**src/rtl/booth_product_accumulator.sv**
```systemverilog
// booth_product_accumulator
//   Sums N_TERMS signed products from the Booth multiplier into a signed
//   saturating accumulator and presents one result per window.
//
//   Ports
//     clk        in   rising-edge clock
//     reset      in   asynchronous active-low reset
//     in_valid   in   in_prdt valid this cycle
//     in_ready   out  product can be accepted this cycle (state only)
//     in_prdt    in   signed product, PW bits
//     clear      in   synchronous abort of the partial window
//     out_valid  out  out_sum/out_sat hold a completed window
//     out_ready  in   consumer takes the result this cycle
//     out_sum    out  signed saturated window sum, AW bits
//     out_sat    out  saturation occurred at least once in the window
//     term_cnt   out  products accepted in the current window
//
//   state | meaning
//   ------+-------------------------------------------------------------
//   IDLE  | single cycle after reset release, nothing accepted
//   ACC   | accepting products into the running sum
//   HOLD  | completed window presented, waiting for out_ready
module booth_product_accumulator #(
    parameter int PW      = 16,
    parameter int AW      = 24,
    parameter int N_TERMS = 8
) (
    input  logic          clk,
    input  logic          reset,
    input  logic          in_valid,
    output logic          in_ready,
    input  logic [PW-1:0] in_prdt,
    input  logic          clear,
    output logic          out_valid,
    input  logic          out_ready,
    output logic [AW-1:0] out_sum,
    output logic          out_sat,
    output logic [7:0]    term_cnt
);

    typedef enum logic [1:0] {
        ST_IDLE = 2'd0,
        ST_ACC  = 2'd1,
        ST_HOLD = 2'd2
    } state_t;

    localparam logic [AW-1:0] SUM_MAX  = {1'b0, {(AW-1){1'b1}}};
    localparam logic [AW-1:0] SUM_MIN  = {1'b1, {(AW-1){1'b0}}};
    localparam logic [7:0]    LAST_CNT = 8'(N_TERMS - 1);

    state_t        state_q, state_d;
    logic [AW-1:0] acc_q, acc_d;
    logic [7:0]    cnt_q, cnt_d;
    logic          sticky_q, sticky_d;
    logic          out_valid_q, out_valid_d;
    logic [AW-1:0] out_sum_q, out_sum_d;
    logic          out_sat_q, out_sat_d;

    logic [AW-1:0] prdt_ext;
    logic [AW-1:0] raw_sum;
    logic [AW-1:0] sat_sum;
    logic          ovf;
    logic          accept;
    logic          last_term;

    assign prdt_ext = {{(AW-PW){in_prdt[PW-1]}}, in_prdt};
    assign raw_sum  = acc_q + prdt_ext;

    // Signed overflow: both operands share a sign that the result lost.
    // The clamp direction follows the operand sign.
    assign ovf     = (acc_q[AW-1] == prdt_ext[AW-1]) && (raw_sum[AW-1] != acc_q[AW-1]);
    assign sat_sum = !ovf ? raw_sum : (acc_q[AW-1] ? SUM_MIN : SUM_MAX);

    assign in_ready  = (state_q == ST_ACC);
    assign accept    = in_valid && in_ready;
    assign last_term = (cnt_q == LAST_CNT);

    always_comb begin
        state_d     = state_q;
        acc_d       = acc_q;
        cnt_d       = cnt_q;
        sticky_d    = sticky_q;
        out_valid_d = out_valid_q;
        out_sum_d   = out_sum_q;
        out_sat_d   = out_sat_q;

        case (state_q)
            ST_IDLE: begin
                state_d = ST_ACC;
            end
            ST_ACC: begin
                if (clear) begin
                    // Clear beats any simultaneous accept, including the last term.
                    acc_d    = '0;
                    cnt_d    = '0;
                    sticky_d = 1'b0;
                end else if (accept) begin
                    if (last_term) begin
                        out_sum_d   = sat_sum;
                        out_sat_d   = sticky_q | ovf;
                        out_valid_d = 1'b1;
                        acc_d       = '0;
                        cnt_d       = '0;
                        sticky_d    = 1'b0;
                        state_d     = ST_HOLD;
                    end else begin
                        acc_d    = sat_sum;
                        cnt_d    = cnt_q + 8'd1;
                        sticky_d = sticky_q | ovf;
                    end
                end
            end
            ST_HOLD: begin
                if (out_ready) begin
                    out_valid_d = 1'b0;
                    state_d     = ST_ACC;
                end
            end
            default: begin
                state_d = ST_IDLE;
            end
        endcase
    end

    always_ff @(posedge clk or negedge reset) begin
        if (!reset) begin
            state_q     <= ST_IDLE;
            acc_q       <= '0;
            cnt_q       <= '0;
            sticky_q    <= 1'b0;
            out_valid_q <= 1'b0;
            out_sum_q   <= '0;
            out_sat_q   <= 1'b0;
        end else begin
            state_q     <= state_d;
            acc_q       <= acc_d;
            cnt_q       <= cnt_d;
            sticky_q    <= sticky_d;
            out_valid_q <= out_valid_d;
            out_sum_q   <= out_sum_d;
            out_sat_q   <= out_sat_d;
        end
    end

    assign out_valid = out_valid_q;
    assign out_sum   = out_sum_q;
    assign out_sat   = out_sat_q;
    assign term_cnt  = cnt_q;

endmodule

```
**config.mk**
```make
export PLATFORM = sky130hd
export DESIGN_NAME = booth_product_accumulator
export DESIGN_NICKNAME = d
export VERILOG_FILES = /design/src/rtl/booth_product_accumulator.sv
export SDC_FILE = /design/constraint.sdc
export NUM_CORES = 1
export LEC_CHECK = 0
export ABC_AREA = 1
export CAP_MARGIN = 25
export CORE_AREA = 2 2 103 105
export DETAILED_ROUTE_END_ITERATION = 8
export DIE_AREA = 0 0 105 107
export PLACE_DENSITY = 0.76
export SETUP_SLACK_MARGIN = 0.2
export SKIP_CTS_REPAIR_TIMING = 1
export SYNTH_ARGS = -nofsm -noshare
export SYNTH_HDL_FRONTEND = slang
export SYNTH_SLANG_ARGS = --single-unit
```
**constraint.sdc**
```tcl
create_clock -name clk -period 3.4 [get_ports clk]
set_input_delay 0.68 -clock clk [delete_from_list [all_inputs] [get_ports clk]]
set_output_delay 0.68 -clock clk [all_outputs]
set_load 0.01 [all_outputs]
```
==> metrics.cfg <==
[synth]
synth_cell_type_count=33
yosysTopAreaCell=dfrtp_1
synth_xor_area_frac=0.02144
synthAdderAreaFrac=0.07127
synthCells=701
ys_warn_count=0
synth_top_family_by_area=simple AND/OR/NAND/NOR gates
ys_seq_elements=61
synthMuxAreaShare=0
synth_top_area_frac=0.3396
ys_seq_area_frac=0.3396
avgSynthCellArea_um2=6.411
syn-num-nets=747
synthTopCellsByArea=dfrtp_1, nand2_1, inv_1
synth_area_um2=4494
synth-simple-area-share=0.4209
synth_compound_area_frac=0.03758

[cts]
cts_max_level=3
clk_pin_slew_ps=70
clk_latency_ps=340
cts_tree=yes
root_buffer=clkbuf_8
cts_made_buffers=9
cts_sinks=61
clk_path_buf_depth=2

[sta]
setup_violations=0
worst_slew_pin_slew_ps=505.1
period_share=0.8509
fin_crit_ps=2893
tns_ps=0
finClkSkew_ps=10.58
rsz0062_at_grt=no
hold_viol=0
drv_slew=0
max_freq_mhz=345.7
slew_headroom=0.6628

[floorplan]
row_count=37
die_h_um=107
die-width_um=105
core_area_um2=10090
io_pins=56
die_area_um2=11240
start_util=0.4453

[setup_path]
cp-start-kind=input port
crit_top_cell=nand2_1
slowest_stage=clkdlybuf4s50_1
cp.arrival_ps=3120
end_kind=flip-flop
crit_type=in2reg
r2r_end=out_sum[21]$_DFFE_PN0P_
rrSetupSlack_ps=1130
critPathMaxStageDelay_ps=630
path_cells=clkdlybuf4s50_1 > ha_1 > a21oi_1 > o31ai_1 > nor2_1 > nand3_4 > nand2_1 > nand2_1 > nand2_1 > nand2_1
endpoint=out_sum[21]$_DFFE_PN0P_
crit_required_ps=3630
worst-path-max-fanout=26
startpoint=in_prdt[15]
ff2ff_path_depth=13
r2r-start=acc_q[9]$_DFFE_PN0P_

[final_layout]
finalNetCount=806
insertedDiodeCount=0
drive_gt1_frac=0.06405
nFillCells=1021
syn_to_final_growth_pct=19.88
regArea_um2=1526
multi_input_area_um2=2477

[min_path]
hold_class=in2async

[place]
port-buffer-count=55
post-dp-hpwl_um=8390
place.gp.congestion=0.9875

[global_route]
track_usage=0.2054
grt_pass1_wl_um=18730
grt_max_degree=29
grt_overflow=0
grt_pass1_vias=4019
antenna_found_initial=0

[power_and_ir_drop]
p_per_area_nw_per_um2=463.3
power_mw=2.496
cellLeakagePower_nw=3.160
worst_ir_drop_vdd_mv=0.3164

[route]
drtPass1Iterations=5
drt_iter0_markers=244
antenna_left=0
viasPerCell=4.723
wl_um=10900
vias=4255
drt-wirelength-per-cell_um=12.10
drc=0

[run]
max-cap-violations=0

[run_status]
outcome=finished, final reports clean

## state kept, by name, summed over array words and instances (netlist names)
register	count
out_sat	1
sticky_q	1
out_sum	24
acc_q	24
out_valid	1
state_q	2
term_cnt	8
## report_power, final
part           internal (mW)  switching, mW  total, mW
Clock                  0.451          0.282      0.733
Sequential             0.790         0.0471      0.838
Combinational          0.338          0.588      0.926
## worst max-delay path, delay by kind of cell
kind / cells / cell delay [ps]
AND/OR/NAND/NOR: 6 / 1000
adder cells (fa/ha/maj): 1 / 480
AO/OA/AOI/OAI: 2 / 320
buffers and inverters: 1 / 630
## Yosys cell counts
| cell | n |
|---|---|
| a21oi_1 | 16 |
| a31oi_1 | 1 |
| and2_1 | 1 |
| buf_2 | 5 |
| buf_4 | 1 |
| buf_6 | 4 |
| clkbuf_1 | 2 |
| clkinv_1 | 1 |
| dfrtp_1 | 61 |
| fa_1 | 1 |
| ha_1 | 24 |
| inv_1 | 105 |
| inv_2 | 2 |
| nand2_1 | 349 |
| nand2_2 | 17 |
| nand2_4 | 3 |
| nand3_1 | 29 |
| nand3_4 | 1 |
| nand3b_1 | 6 |
| nand4_1 | 5 |
| nor2_1 | 32 |
| nor2_2 | 3 |
| nor3_1 | 4 |
| nor3_2 | 1 |
| nor4_4 | 1 |
| o21ai_0 | 9 |
| o22ai_1 | 2 |
| o31ai_1 | 1 |
| o32ai_1 | 1 |
| o41ai_1 | 1 |
| or2_1 | 1 |
| xnor2_1 | 5 |
| xor2_1 | 6 |
## final cells by class
type | count | share of cell area
clock inverters | 4 | 0.01301
clock buffers | 12 | 0.02880
well taps | 136 | 0.03158
repair buffers | 60 | 0.1082
flip-flops and latches | 61 | 0.2833
inverters | 108 | 0.07524
multi-input cells | 520 | 0.4598
## per-layer routing
metal	global-route usage	vias to the layer above	wire (µm)	share of wire
li1	-	2250	-	-
met1	0.2876	1906	5515	0.51
met2	0.3182	89	4701	0.43
met3	0.04681	10	575	0.053
met4	0.05905	0	107	0.0098
met5	0	-	0	0
## stage by stage
step | instances | hold WS, ps | area [µm²] | setup WS, ps | util
2_1_floorplan | 701 | 384.4 | 4494 | 1178 | -
3_3_place_gp | 885 | 465.0 | 5162 | 231.7 | 0.5115
3_5_place_dp | 885 | 463.7 | 5162 | 177.2 | 0.5115
4_1_cts | 901 | 241.8 | 5388 | 521.7 | 0.5338
5_1_grt | 901 | 254.3 | 5388 | 241.4 | 0.5338
6_report | 901 | 246.6 | 5388 | 507.0 | 0.5338
## logic make-up (layout without fill, tap and decap cells)
family / Yosys count / after routing
adder cells (fa/ha/maj): 25 / 25
flip-flops: 61 / 61
XOR/XNOR: 11 / 11
buffers and inverters: 120 / 184
AO/OA/AOI/OAI: 31 / 31
AND/OR/NAND/NOR: 453 / 453
## cells in the final DEF, fill, tap and decap left out, types with 2 or more instances in the layout
master and count:
a21oi_1 16, nand2_4 3, xnor2_1 5, nor2_2 3, nand3_1 29, nand2_1 349
nor2_1 32, buf_4 5, clkdlybuf4s50_1 54, nor3_1 4, clkbuf_8 11, o21ai_0 9
clkinv_2 2, inv_2 2, nand4_1 5, bufinv_16 2, o22ai_1 2, nand3b_1 6
dfrtp_1 61, ha_1 24, nand2_2 17, xor2_1 6, inv_1 105
## how the worst min path moves through the flow
stage / from / cells after the start / end
final: reset / 1 / acc_q[13]$_DFFE_PN0P_
after global routing: reset / 1 / acc_q[13]$_DFFE_PN0P_
after CTS: reset / 1 / acc_q[13]$_DFFE_PN0P_
after detailed placement: out_sum[9]$_DFFE_PN0P_ / 2 / out_sum[9]$_DFFE_PN0P_
after global placement: out_sum[18]$_DFFE_PN0P_ / 2 / out_sum[18]$_DFFE_PN0P_
after floorplan: reset / 0 / acc_q[0]$_DFFE_PN0P_
No activity file was read; power rests on OpenSTA's default activity.
